<file path="src/rtl/wb_master_port_if.sv">
// Core-side request/response and Wishbone B3 signals of the master port.
// master = port view, slave = core/interconnect view.
interface wb_master_port_if #(
   parameter int ADDR_W = 32,
   parameter int DATA_W = 32
);
   localparam int SW   = DATA_W / 8;
   localparam int WA_W = ADDR_W - $clog2(SW);

   logic              req_valid;
   logic              req_ready;
   logic              req_we;
   logic [1:0]        req_size;
   logic [ADDR_W-1:0] req_addr;
   logic [DATA_W-1:0] req_wdata;

   logic              rsp_valid;
   logic              rsp_ready;
   logic [DATA_W-1:0] rsp_rdata;
   logic              rsp_err;
   logic              busy_o;

   logic [WA_W-1:0]   adr_o;
   logic [DATA_W-1:0] dat_o;
   logic [DATA_W-1:0] dat_i;
   logic [SW-1:0]     sel_o;
   logic              we_o;
   logic              cyc_o;
   logic              stb_o;
   logic              ack_i;
   logic              err_i;

   modport master (
      input  req_valid, req_we, req_size, req_addr, req_wdata, rsp_ready,
      input  dat_i, ack_i, err_i,
      output req_ready, rsp_valid, rsp_rdata, rsp_err, busy_o,
      output adr_o, dat_o, sel_o, we_o, cyc_o, stb_o
   );

   modport slave (
      output req_valid, req_we, req_size, req_addr, req_wdata, rsp_ready,
      output dat_i, ack_i, err_i,
      input  req_ready, rsp_valid, rsp_rdata, rsp_err, busy_o,
      input  adr_o, dat_o, sel_o, we_o, cyc_o, stb_o
   );
endinterface

</file>
<file path="src/rtl/wb_master_port.sv">
// Wishbone B3 master: FIFO-buffered byte..dword requests, one bus cycle and one response each.
// Latency: accept->cyc_o one edge; backpressure: req_ready low when FIFO full, response held until rsp_ready.
module fifo #(
   parameter int W     = 8,
   parameter int DEPTH = 2
) (
   input  logic         clk,
   input  logic         rst,
   input  logic         push,
   input  logic [W-1:0] push_dat,
   output logic         full,
   input  logic         pop,
   output logic [W-1:0] pop_dat,
   output logic         empty
);
   localparam int AW = (DEPTH > 1) ? $clog2(DEPTH) : 1;
   localparam int CW = $clog2(DEPTH + 1);

   logic [W-1:0]  mem [DEPTH];
   logic [AW-1:0] wr_ptr;
   logic [AW-1:0] rd_ptr;
   logic [CW-1:0] cnt;
   logic          do_push;
   logic          do_pop;

   function automatic logic [AW-1:0] inc(input logic [AW-1:0] p);
      return (p == AW'(DEPTH - 1)) ? '0 : p + AW'(1);
   endfunction

   assign full    = (cnt == CW'(DEPTH));
   assign empty   = (cnt == '0);
   assign do_push = push && !full;
   assign do_pop  = pop && !empty;
   assign pop_dat = mem[rd_ptr];

   always_ff @(posedge clk) begin
      if (rst) begin
         wr_ptr <= '0;
         rd_ptr <= '0;
         cnt    <= '0;
      end else begin
         if (do_push) wr_ptr <= inc(wr_ptr);
         if (do_pop)  rd_ptr <= inc(rd_ptr);
         case ({do_push, do_pop})
            2'b10:   cnt <= cnt + CW'(1);
            2'b01:   cnt <= cnt - CW'(1);
            default: cnt <= cnt;
         endcase
      end
   end

   always_ff @(posedge clk) begin
      if (do_push) mem[wr_ptr] <= push_dat;
   end
endmodule

module wb_master_port #(
   parameter int ADDR_W  = 32,
   parameter int DATA_W  = 32,
   parameter int DEPTH   = 2,
   parameter int TIMEOUT = 255
) (
   input  logic            clk_i,
   input  logic            rst_i,
   wb_master_port_if.master bus
);
   localparam int SW = DATA_W / 8;
   localparam int OW = $clog2(SW);
   localparam int TW = (TIMEOUT > 0) ? $clog2(TIMEOUT + 1) : 1;

   typedef struct packed {
      logic              we;
      logic [1:0]        size;
      logic [ADDR_W-1:0] addr;
      logic [DATA_W-1:0] wdata;
   } req_t;

   typedef enum logic [1:0] {IDLE, BUS, RESP} state_t;

   state_t        state;
   req_t          push_dat;
   req_t          head;
   logic          full;
   logic          empty;
   logic          pop;

   logic [OW-1:0]     head_off;
   logic [SW-1:0]     head_sel;
   logic [DATA_W-1:0] head_dat;
   logic              head_bad;
   logic [OW-1:0]     cur_off;
   logic [1:0]        cur_size;
   logic [DATA_W-1:0] rd_val;
   logic [TW-1:0]     tcnt;
   logic [TW-1:0]     tcnt_nxt;
   logic              timeout_hit;

   function automatic logic [SW-1:0] byte_mask(input logic [1:0] size);
      logic [SW-1:0] m;
      m = '0;
      for (int i = 0; i < SW; i++) m[i] = (i < (1 << size));
      return m;
   endfunction

   function automatic logic [DATA_W-1:0] lane_mask(input logic [SW-1:0] sel);
      logic [DATA_W-1:0] m;
      m = '0;
      for (int b = 0; b < SW; b++) m[8*b +: 8] = {8{sel[b]}};
      return m;
   endfunction

   assign push_dat = '{we: bus.req_we, size: bus.req_size,
                       addr: bus.req_addr, wdata: bus.req_wdata};
   assign pop      = (state == IDLE) && !empty;

   fifo #(
      .W     ($bits(req_t)),
      .DEPTH (DEPTH)
   ) u_fifo (
      .clk      (clk_i),
      .rst      (rst_i),
      .push     (bus.req_valid),
      .push_dat (push_dat),
      .full     (full),
      .pop      (pop),
      .pop_dat  (head),
      .empty    (empty)
   );

   assign bus.req_ready = !full;
   assign bus.busy_o    = !empty || (state != IDLE);

   // Low-bit mask wraps to all-ones for the full-width size, so one expression covers every size.
   assign head_off = head.addr[OW-1:0];
   assign head_sel = byte_mask(head.size) << head_off;
   assign head_dat = (head.wdata << {head_off, 3'b000}) & lane_mask(head_sel);
   assign head_bad = ((DATA_W == 32) && (head.size == 2'd3)) ||
                     (|(head_off & ((OW'(1) << head.size) - OW'(1))));

   assign rd_val      = (bus.dat_i >> {cur_off, 3'b000}) & lane_mask(byte_mask(cur_size));
   assign tcnt_nxt    = tcnt + TW'(1);
   assign timeout_hit = (TIMEOUT != 0) && (tcnt_nxt == TW'(TIMEOUT));

   always_ff @(posedge clk_i) begin
      if (rst_i) begin
         state         <= IDLE;
         bus.cyc_o     <= 1'b0;
         bus.stb_o     <= 1'b0;
         bus.we_o      <= 1'b0;
         bus.adr_o     <= '0;
         bus.dat_o     <= '0;
         bus.sel_o     <= '0;
         bus.rsp_valid <= 1'b0;
         bus.rsp_err   <= 1'b0;
         bus.rsp_rdata <= '0;
         tcnt          <= '0;
         cur_off       <= '0;
         cur_size      <= '0;
      end else begin
         case (state)
            IDLE: begin
               if (!empty) begin
                  cur_off  <= head_off;
                  cur_size <= head.size;
                  if (head_bad) begin
                     bus.rsp_valid <= 1'b1;
                     bus.rsp_err   <= 1'b1;
                     bus.rsp_rdata <= '0;
                     state         <= RESP;
                  end else begin
                     bus.cyc_o <= 1'b1;
                     bus.stb_o <= 1'b1;
                     bus.adr_o <= head.addr[ADDR_W-1:OW];
                     bus.we_o  <= head.we;
                     bus.sel_o <= head_sel;
                     bus.dat_o <= head_dat;
                     tcnt      <= '0;
                     state     <= BUS;
                  end
               end
            end
            BUS: begin
               if (bus.err_i || bus.ack_i || timeout_hit) begin
                  bus.cyc_o     <= 1'b0;
                  bus.stb_o     <= 1'b0;
                  bus.rsp_valid <= 1'b1;
                  tcnt          <= '0;
                  state         <= RESP;
                  // err_i outranks a simultaneous ack_i; a timeout is reported as an error.
                  if (!bus.err_i && bus.ack_i) begin
                     bus.rsp_err   <= 1'b0;
                     bus.rsp_rdata <= bus.we_o ? '0 : rd_val;
                  end else begin
                     bus.rsp_err   <= 1'b1;
                     bus.rsp_rdata <= '0;
                  end
               end else begin
                  tcnt <= tcnt_nxt;
               end
            end
            RESP: begin
               if (bus.rsp_ready) begin
                  bus.rsp_valid <= 1'b0;
                  bus.rsp_err   <= 1'b0;
                  bus.rsp_rdata <= '0;
                  state         <= IDLE;
               end
            end
            default: state <= IDLE;
         endcase
      end
   end
endmodule

</file>
<file path="src/flat_wrapper.sv">
// flat-port wrapper written by rule: the top's interface ports become plain ports
module wb_master_port_flat 
#(
   parameter int ADDR_W  = 32,
   parameter int DATA_W  = 32,
   parameter int DEPTH   = 2,
   parameter int TIMEOUT = 255
)
  (clk_i, rst_i, bus_req_valid, bus_req_we, bus_req_size, bus_req_addr, bus_req_wdata, bus_rsp_ready, bus_dat_i, bus_ack_i, bus_err_i, bus_req_ready, bus_rsp_valid, bus_rsp_rdata, bus_rsp_err, bus_busy_o, bus_adr_o, bus_dat_o, bus_sel_o, bus_we_o, bus_cyc_o, bus_stb_o);
  wb_master_port_if #(.ADDR_W(ADDR_W), .DATA_W(DATA_W)) bus_i ();
  input  logic clk_i;
  input  logic rst_i;
  input wire logic [$bits(bus_i.req_valid)-1:0] bus_req_valid;
  input wire logic [$bits(bus_i.req_we)-1:0] bus_req_we;
  input wire logic [$bits(bus_i.req_size)-1:0] bus_req_size;
  input wire logic [$bits(bus_i.req_addr)-1:0] bus_req_addr;
  input wire logic [$bits(bus_i.req_wdata)-1:0] bus_req_wdata;
  input wire logic [$bits(bus_i.rsp_ready)-1:0] bus_rsp_ready;
  input wire logic [$bits(bus_i.dat_i)-1:0] bus_dat_i;
  input wire logic [$bits(bus_i.ack_i)-1:0] bus_ack_i;
  input wire logic [$bits(bus_i.err_i)-1:0] bus_err_i;
  output wire logic [$bits(bus_i.req_ready)-1:0] bus_req_ready;
  output wire logic [$bits(bus_i.rsp_valid)-1:0] bus_rsp_valid;
  output wire logic [$bits(bus_i.rsp_rdata)-1:0] bus_rsp_rdata;
  output wire logic [$bits(bus_i.rsp_err)-1:0] bus_rsp_err;
  output wire logic [$bits(bus_i.busy_o)-1:0] bus_busy_o;
  output wire logic [$bits(bus_i.adr_o)-1:0] bus_adr_o;
  output wire logic [$bits(bus_i.dat_o)-1:0] bus_dat_o;
  output wire logic [$bits(bus_i.sel_o)-1:0] bus_sel_o;
  output wire logic [$bits(bus_i.we_o)-1:0] bus_we_o;
  output wire logic [$bits(bus_i.cyc_o)-1:0] bus_cyc_o;
  output wire logic [$bits(bus_i.stb_o)-1:0] bus_stb_o;
  assign bus_i.req_valid = bus_req_valid;
  assign bus_i.req_we = bus_req_we;
  assign bus_i.req_size = bus_req_size;
  assign bus_i.req_addr = bus_req_addr;
  assign bus_i.req_wdata = bus_req_wdata;
  assign bus_i.rsp_ready = bus_rsp_ready;
  assign bus_i.dat_i = bus_dat_i;
  assign bus_i.ack_i = bus_ack_i;
  assign bus_i.err_i = bus_err_i;
  assign bus_req_ready = bus_i.req_ready;
  assign bus_rsp_valid = bus_i.rsp_valid;
  assign bus_rsp_rdata = bus_i.rsp_rdata;
  assign bus_rsp_err = bus_i.rsp_err;
  assign bus_busy_o = bus_i.busy_o;
  assign bus_adr_o = bus_i.adr_o;
  assign bus_dat_o = bus_i.dat_o;
  assign bus_sel_o = bus_i.sel_o;
  assign bus_we_o = bus_i.we_o;
  assign bus_cyc_o = bus_i.cyc_o;
  assign bus_stb_o = bus_i.stb_o;
  wb_master_port #(.ADDR_W(ADDR_W), .DATA_W(DATA_W), .DEPTH(DEPTH), .TIMEOUT(TIMEOUT)) u_core (.clk_i(clk_i), .rst_i(rst_i), .bus(bus_i));
endmodule
</file>
<file path="config.mk">
export PLATFORM = sky130hd
export DESIGN_NAME = wb_master_port_flat
export DESIGN_NICKNAME = d
export VERILOG_FILES = /design/src/rtl/wb_master_port_if.sv /design/src/rtl/wb_master_port.sv /design/src/flat_wrapper.sv
export SDC_FILE = /design/constraint.sdc
export NUM_CORES = 1
export LEC_CHECK = 0
export CORE_UTILIZATION = 51
export CTS_CLUSTER_SIZE = 25
export DETAILED_ROUTE_END_ITERATION = 7
export HOLD_SLACK_MARGIN = 0.1
export PLACE_DENSITY_LB_ADDON = 0.05
export REMOVE_ABC_BUFFERS = 1
export SLEW_MARGIN = 20
export SYNTH_ARGS = -nofsm -noshare
export SYNTH_HDL_FRONTEND = slang
export SYNTH_SLANG_ARGS = --single-unit
</file>
<file path="constraint.sdc">
create_clock -name clk_i -period 6.1 [get_ports clk_i]
set_input_delay 1.22 -clock clk_i [delete_from_list [all_inputs] [get_ports clk_i]]
set_output_delay 1.22 -clock clk_i [all_outputs]
set_load 0.02 [all_outputs]
</file>
==> flow_metrics.tcl, run 1 <==
set metrics [dict create \
    fin_tns_setup_ns 0 \
    yosysWarningCount 0 \
    cts_sinks 255 \
    synth_top_area_cell "edfxtp_1" \
    min_path_cells 2 \
    drt_pre_antenna_iters 5 \
    netlist_area_sq_um 10200 \
    postSynthAreaPerCell_sq_um 12.6 \
    yosysUniqueCellTypes 57 \
    n_antenna_cell 0 \
    cts.clk_slew.worst_paths_ns 0.06 \
    nNetsFinal 1106 \
    post_dp_cell_area_sq_um 12400 \
    maxCapViolCount 0 \
    dp.cells 1234 \
    fin_util 0.682 \
    grt_overflow 0 \
    wirelength_mm 24.1 \
    path_class "register to register" \
    grt_pass1_vias 7155 \
    cellPowerDensity_nw_per_um2 428 \
    rsz0062_at_grt "false" \
    worstPathArrival_ns 4.25 \
    setup_violations 0 \
    ctsHtreeMaxLevel 1 \
    grt_pass1_wl_mm 36.7 \
    crit_path_start_kind "register" \
    ant_nets 0 \
    yosys-top-cells-area "edfxtp_1 (40%), dfxtp_1 (24%), mux2i_1 (7.2%)" \
    r2r_cells 6 \
    drc 0 \
    final.fill_count 1426 \
    cts_max_path_buffers 3 \
    holdBufCountCts 0 \
    final_cells 1284 \
    dr.first_iter.drc_count 336 \
    grt_max_degree 68 \
    power.share.sequential 0.411 \
    initial_core_util 0.522 \
    yosysTopAreaCellShare 0.396 \
    yosys_register_bits 255 \
    avgRoutedWirePerCell_microns 18.8 \
    slew_viol_final 0 \
    core.rowCount 51 \
    p_sw_frac 0.334 \
    clk_latency_ns 0.55 \
    die-area_sq_um 20500 \
    core_area_sq_um 19500 \
    synth-async-reset-ratio 0 \
    status "finished clean" \
    synth_seq_area_share 0.635 \
    fin_skew_ns 0.0200 \
    p_int_w 0.00378 \
    grt.total_usage 0.232 \
    p_leak_nw 4.51 \
    ir_worst_vdd_mv 0.280 \
    die_w_microns 143 \
    io_buffer_count 209 \
    relSlewSlack 0.296 \
    post_cts_buffers 0 \
    area_growth_pct 30.6 \
    hold_violations 0 \
    cts_buffers 27 \
    critPathRequiredTime_ns 6.55 \
    cts_resized 0 \
    clockPowerShare 0.279 \
    endpoint_kind "register" \
    io_pins 210 \
    synth_ff_type "edfxtp_1" \
    switchingPower_w 0.00190 \
    routabilityCongestion 0.819 \
    fmax_ghz 0.263 \
    worst_pin_slew_ns 1.06 \
    crit_fanout 51 \
    drive_gt1_frac 0.0795 \
    synth_cells 807 \
    cts_tree "done" \
    dieHeight_microns 143 \
    antenna_found_initial 0 \
    vias 7256 \
    synth_edf_count 134 \
    final_area_sq_um 13300 \
    cts_root_buf "clkbuf_16" \
    hold_class "register to register" \
    period_needed_ns 3.80 \
    pwr-share-comb 0.310 \
    post-route-period-util 0.622 \
    viasPerCell 5.65 \
    hpwl_mm 15.7 \
]
-- area by class of cell --
cell class / count / area [sq um] / share of cell area
clock buffer: 41 / 820 / 0.0618
multi-input combinational: 493 / 3440 / 0.259
clock inverter: 9 / 60.1 / 0.00453
sequential: 255 / 6450 / 0.486
tap: 265 / 332 / 0.0250
timing repair buffer: 217 / 2150 / 0.162
inverter: 4 / 15.0 / 0.00113
-- registers in the layout (all words and copies together), names as in the netlist, 2 cells and up, named ones only --
register	cells
u_core.tcnt	8
u_core.bus.sel_o	4
u_core.cur_size	2
u_core.bus.rsp_rdata	32
u_core.bus.dat_o	32
u_core.cur_off	2
u_core.bus.adr_o	30
u_core.state	2
u_core.u_fifo.cnt	2
u_core.u_fifo.mem	134
-- path summary, 6_finish.rpt --
check                      start  slack [ns]             endpoint
max                     register        2.30  u_core.bus.adr_o[9]
min          u_core.bus.dat_o[0]        0.46  u_core.bus.dat_o[0]
max reg2reg             register        2.30  u_core.bus.adr_o[9]
min reg2reg  u_core.bus.dat_o[0]        0.46  u_core.bus.dat_o[0]
-- power groups by stage --
stage	registers, W	logic, W	clock network (W)
floorplan	0.00253	0.000896	0
global placement	0.00236	0.00172	0
detailed placement	0.00237	0.00176	0
CTS	0.00234	0.00177	0.00161
global route	0.00237	0.00191	0.00168
finish	0.00233	0.00176	0.00158
-- kinds of logic after synthesis --
| group | synth area share |
|---|---|
| simple gates | 0.0869 |
| xor+xnor | 0.00690 |
| mux | 0.0877 |
| fa+ha+maj | 0.00370 |
| buf+inv | 0.0291 |
| flops | 0.635 |
| compound gates | 0.151 |
-- through the flow --
stage | hold slack [ns] | worst slack [ns] | power (W)
3_5_place_dp | 0.449 | 2.35 | 0.00413
2_1_floorplan | 0.473 | 0.536 | 0.00342
3_3_place_gp | 0.442 | 2.47 | 0.00407
6_report | 0.455 | 2.30 | 0.00568
5_1_grt | 0.478 | 2.04 | 0.00596
4_1_cts | 0.459 | 2.33 | 0.00572
-- cells in the mapped netlist (3+ instances only) --
master / n
edfxtp_1: 134
dfxtp_1: 121
nor2_1: 75
mux2i_1: 73
a211oi_1: 60
nand2_1: 54
a21oi_1: 33
clkbuf_1: 21
buf_2: 20
nor2b_1: 19
o21ai_0: 18
a22o_1: 17
a22oi_1: 17
nand3_1: 12
a211o_1: 10
buf_4: 9
mux2_2: 9
o211ai_1: 9
o2bb2ai_1: 9
a32o_1: 8
a21o_1: 5
and2_1: 5
nand2b_1: 5
xnor2_1: 5
inv_1: 4
nand4_1: 4
or2_2: 4
a221oi_1: 3
buf_1: 3
ha_1: 3
o21a_1: 3
xor2_1: 3
-- cells in the final DEF (no fill, tap or decap), types with 10 or more instances in the layout --
master / netlist / final
clkbuf_16: 0 / 28
nand3_1: 12 / 12
edfxtp_1: 134 / 134
mux2i_1: 73 / 73
nor2b_1: 19 / 19
dfxtp_1: 121 / 119
o21ai_0: 18 / 18
clkdlybuf4s50_1: 0 / 208
nor2_1: 75 / 74
a22oi_1: 17 / 17
a211o_1: 10 / 10
a211oi_1: 60 / 60
a22o_1: 17 / 17
a21oi_1: 33 / 33
nand2_1: 54 / 54
-- critical path, cell delays in order (launching register included) --
cell,delay [ns]
dfxtp_4,0.74
mux2i_4,0.94
and3_1,0.41
o21a_2,0.88
buf_4,0.39
nor2_1,0.08
a211oi_1,0.22
-- layer usage --
layer | share of wire | wire [microns] | track usage
met1 | 0.40 | 9710 | 0.280
met2 | 0.50 | 12200 | 0.421
met3 | 0.073 | 1750 | 0.0439
met4 | 0.021 | 498 | 0.0617
met5 | 0 | 0 | 0
Power figures use the tool's default switching activity.
==> run 2, diff against run 1 <==
Clock period 6.1 ns to 3.6 ns, I/O delays scaled along.
==> flow_metrics.tcl, run 2 (same netlist as run 1, synthesis figures left out) <==
set metrics [dict create \
    ir_worst_vdd_mv 0.411 \
    relSlewSlack 0.385 \
    routabilityCongestion 0.826 \
    core.rowCount 51 \
    drc 0 \
    grt_pass1_wl_mm 37.4 \
    io_pins 210 \
    hpwl_mm 15.3 \
    core_area_sq_um 19500 \
    cts.clk_slew.worst_paths_ns 0.06 \
    hold_end "u_core.bus.dat_o[7]" \
    cellPowerDensity_nw_per_um2 723 \
    biggestRegsByFlops "u_core.u_fifo.mem: 134 flops, u_core.bus.dat_o: 32 flops, u_core.bus.rsp_rdata: 32 flops" \
    holdBufCountCts 0 \
    top_register "u_core.u_fifo.mem" \
    cp_slowest_stage_delay_ns 0.81 \
    nNetsFinal 1112 \
    cts_tree "done" \
    initial_core_util 0.522 \
    antenna_found_initial 0 \
    drt_pre_antenna_iters 5 \
    area_growth_pct 31.3 \
    slew_viol_final 0 \
    dieHeight_microns 143 \
    grt.total_usage 0.234 \
    endpoint_kind "register" \
    cts_root_buf "clkbuf_16" \
    worstPathArrival_ns 3.32 \
    cts_max_path_buffers 3 \
    slowest_stage "a211oi_2" \
    grt_max_degree 68 \
    rsz0062_at_grt "false" \
    hold_class "register to register" \
    status "finished clean" \
    viasPerCell 5.61 \
    cts_resized 0 \
    io_buffer_count 209 \
    largest_register_ff_count 134 \
    path_cells "mux2i_1, buf_4, nand3b_1, a211oi_2, a22oi_1, nor2_1" \
    crit_path_start_kind "register" \
    p_leak_nw 4.53 \
    maxCapViolCount 0 \
    die-area_sq_um 20500 \
    vias 7239 \
    grt_pass1_vias 7160 \
    min_from "u_core.bus.dat_o[7]" \
    crit_fanout 20 \
    critPathRequiredTime_ns 4.06 \
    cts_sinks 255 \
    clk_latency_ns 0.52 \
    multi_input_comb_area_sq_um 3440 \
    post-route-period-util 0.793 \
    setup_violations 0 \
    ctsHtreeMaxLevel 1 \
    drive_gt1_frac 0.0800 \
    wirelength_mm 23.9 \
    fmax_ghz 0.350 \
    r2r_slack_ns 0.74 \
    avgRoutedWirePerCell_microns 18.6 \
    cts_buffers 27 \
    ant_nets 0 \
    fin_util 0.685 \
    die_w_microns 143 \
    r2r-end "u_core.bus.dat_o[19]" \
    worst_pin_slew_ns 0.923 \
    min_path_cells 2 \
    fin_skew_ns 0.00844 \
    period_needed_ns 2.86 \
    hold_violations 0 \
    grt_overflow 0 \
    final.fill_count 1418 \
    r2r_cells 6 \
    final-seq-area_sq_um 6450 \
    dr.first_iter.drc_count 419 \
    final_common_cell "clkdlybuf4s50_1" \
    path_class "register to register" \
    final_cell_mix "clkdlybuf4s50_1 (208), edfxtp_1 (134), dfxtp_1 (120)" \
    post_cts_buffers 0 \
    holdWs_ns 0.460 \
]
-- run 2: changes by cell type in the layout (fill, tap and decap cells not counted), moves of 3 or more --
cell      previous run  this run
clkbuf_8             7         4
clkinv_2             8         5
clkbuf_1             6         9
buf_4                9        12
buf_12               0         3
-- run 2: worst max-delay path: cells and delay by family (launching register included) --
kind / cells / cell delay [ns]
flip-flops: 1 / 0.58
AND/OR/NAND/NOR: 2 / 0.25
buffers and inverters: 1 / 0.29
AO/OA/AOI/OAI: 2 / 0.99
multiplexers: 1 / 0.67
-- run 2: through the flow --
stage | total power, W | setup WS [ns] | cells | setup TNS, ns | instance area (sq um)
floorplan | 0.00580 | -1.96 | 752 | -205.66 | 9880
global placement | 0.00695 | 0.727 | 1240 | 0 | 12500
detailed placement | 0.00704 | 0.705 | 1240 | 0 | 12500
CTS | 0.00971 | 0.774 | 1290 | 0 | 13300
global route | 0.0102 | 0.587 | 1290 | 0 | 13300
finish | 0.00964 | 0.744 | 1291 | 0 | 13300
-- run 2: per-layer routing --
layer / GRT usage / routed length [microns]
met4: 0.0679 / 402
met1: 0.300 / 10100
met5: 0 / 0
met2: 0.401 / 11700
met3: 0.0466 / 1740
-- run 2: final cells by class --
type / count / share of cell area
Timing Repair Buffer: 223 / 0.167
Sequential cell: 255 / 0.484
Antenna cell: 1 / 0.000188
Clock buffer: 41 / 0.0592
Clock inverter: 9 / 0.00563
Multi-Input combinational cell: 493 / 0.258
Tap cell: 265 / 0.0249
Inverter: 4 / 0.00113
-- run 2: how the worst max path moves through the flow --
stage,endpoint,cells after the start,from
6_report,u_core.bus.dat_o[19],6,register
5_1_grt,u_core.bus.dat_o[18],6,u_core.u_fifo.mem[0][32]
4_1_cts,u_core.bus.dat_o[19],6,register
3_5_place_dp,u_core.bus.rsp_rdata[25],7,bus_ack_i
3_3_place_gp,u_core.bus.rsp_rdata[24],7,bus_ack_i
2_1_floorplan,u_core.bus.cyc_o,5,register
-- run 2: report_power, final --
part           total (W)  switching (W)  internal [W]
Clock            0.00266        0.00108       0.00158
Combinational    0.00309        0.00182       0.00127
Sequential       0.00389       0.000282       0.00361
==> run 3, diff against run 2 <==
Settings changed: CORE_UTILIZATION 51 to 46.
Clock period 3.6 ns to 2.32 ns, I/O delays scaled along.
==> flow_metrics.tcl, run 3 (same netlist as run 1, synthesis figures left out) <==
set metrics [dict create \
    status "finished clean" \
    biggestRegsByFlops "u_core.u_fifo.mem: 134 flops, u_core.bus.dat_o: 32 flops, u_core.bus.rsp_rdata: 32 flops" \
    r2r-end "u_core.bus.rsp_rdata[30]" \
    top_register "u_core.u_fifo.mem" \
    vias 7142 \
    avgRoutedWirePerCell_microns 18.3 \
    fmax_ghz 0.465 \
    ant_nets 0 \
    post-route-period-util 0.926 \
    fin_skew_ns 0.0242 \
    path_class "register to register" \
    hold_class "input pin to register" \
    drive_gt1_frac 0.103 \
    fin_util 0.643 \
    cts_tree "done" \
    clk_latency_ns 0.56 \
    cts_buffers 28 \
    endpoint_kind "register" \
    holdWs_ns 0.220 \
    nNetsFinal 1132 \
    setup_violations 0 \
    cts_sinks 255 \
    final_cell_mix "clkdlybuf4s50_1 (206), edfxtp_1 (134), dfxtp_1 (120)" \
    r2r_slack_ns 0.17 \
    cellPowerDensity_nw_per_um2 1150 \
    cts_root_buf "clkbuf_16" \
    period_needed_ns 2.15 \
    r2r_start "u_core.tcnt[1]" \
    drt_pre_antenna_iters 5 \
    io_pins 210 \
    grt.total_usage 0.210 \
    routabilityCongestion 0.777 \
    fin_tns_setup_ns 0 \
    final_common_cell "clkdlybuf4s50_1" \
    dieHeight_microns 151 \
    min_path_cells 2 \
    worst_slack_ns 0.171 \
    maxCapViolCount 0 \
    wirelength_mm 24.2 \
    relSlewSlack 0.530 \
    core_area_sq_um 21400 \
    die_w_microns 151 \
    hold_violations 0 \
    power_w 0.0158 \
    post_cts_buffers 0 \
    grt_overflow 0 \
    viasPerCell 5.41 \
    p_leak_nw 4.73 \
    final.fill_count 1682 \
    min_from "rst_i" \
    worst_pin_slew_ns 0.704 \
    crit_path_start_kind "register" \
    place_ws_ns -0.148 \
    cts_max_path_buffers 3 \
    initial_core_util 0.476 \
    grt_pass1_vias 6807 \
    cts.clk_slew.worst_paths_ns 0.06 \
    n_antenna_cell 0 \
    largest_register_ff_count 134 \
    ir_worst_vdd_mv 0.663 \
    worstPathArrival_ns 2.58 \
    ctsHtreeMaxLevel 1 \
    core.rowCount 53 \
    critPathRequiredTime_ns 2.75 \
    slew_viol_final 0 \
    io_buffer_count 209 \
    crit_fanout 33 \
    area_growth_pct 35.1 \
    grt_max_degree 63 \
    hold_end "u_core.state[1]" \
    grt_pass1_wl_mm 36.9 \
    hpwl_mm 15.6 \
    r2r_cells 7 \
    die-area_sq_um 22700 \
    dr.first_iter.drc_count 342 \
    antenna_found_initial 0 \
    drc 0 \
]
-- run 3: cell type report --
| class | count | area [sq um] | share of cell area |
|---|---|---|---|
| tap | 275 | 344 | 0.0251 |
| multi-input combinational | 493 | 3450 | 0.252 |
| clock buffer | 41 | 810 | 0.0590 |
| timing repair buffer | 242 | 2440 | 0.178 |
| inverter | 4 | 15.0 | 0.00109 |
| sequential | 255 | 6450 | 0.470 |
| clock inverter | 11 | 210 | 0.0153 |
-- run 3: worst max path at each step --
stage / cells after the start / endpoint / start
floorplan: 5 / u_core.bus.cyc_o / register
CTS: 3 / bus_busy_o / u_core.state[0]
detailed placement: 7 / u_core.bus.rsp_rdata[11] / bus_ack_i
global placement: 7 / u_core.bus.rsp_rdata[30] / bus_ack_i
finish: 7 / u_core.bus.rsp_rdata[30] / u_core.tcnt[1]
global route: 8 / u_core.bus.dat_o[25] / u_core.state[0]
-- run 3: metrics by stage --
stage,area (sq um),std cells
finish,13700,1321
global route,13700,1321
CTS,13700,1321
detailed placement,12700,1269
global placement,12700,1269
floorplan,9880,752
-- run 3: timing repair --
action,CTS,global route
setup endpoints to repair,0,41
endpoints found under the hold margin,0,0
gates resized for setup,0,6
hold buffers,0,0
-- run 3: report_power, final --
group,switching [W],internal (W)
clock network,0.00178,0.00299
logic,0.00289,0.00212
registers,0.000401,0.00560
-- run 3: worst max-delay path: stages, from the launching register on --
cell and delay, ns:
dfxtp_1 0.41, ha_1 0.31, nand2_1 0.07, or3_1 0.30
o211ai_1 0.24, a41oi_2 0.22, buf_12 0.23, a22o_1 0.24
-- run 3: routing by layer --
layer	vias up	global-route usage	part of all wire
met4	0	0.0555	0.020
met5	-	0	0
met1	3391	0.284	0.45
met3	37	0.0470	0.069
met2	218	0.342	0.46
li1	3496	-	-
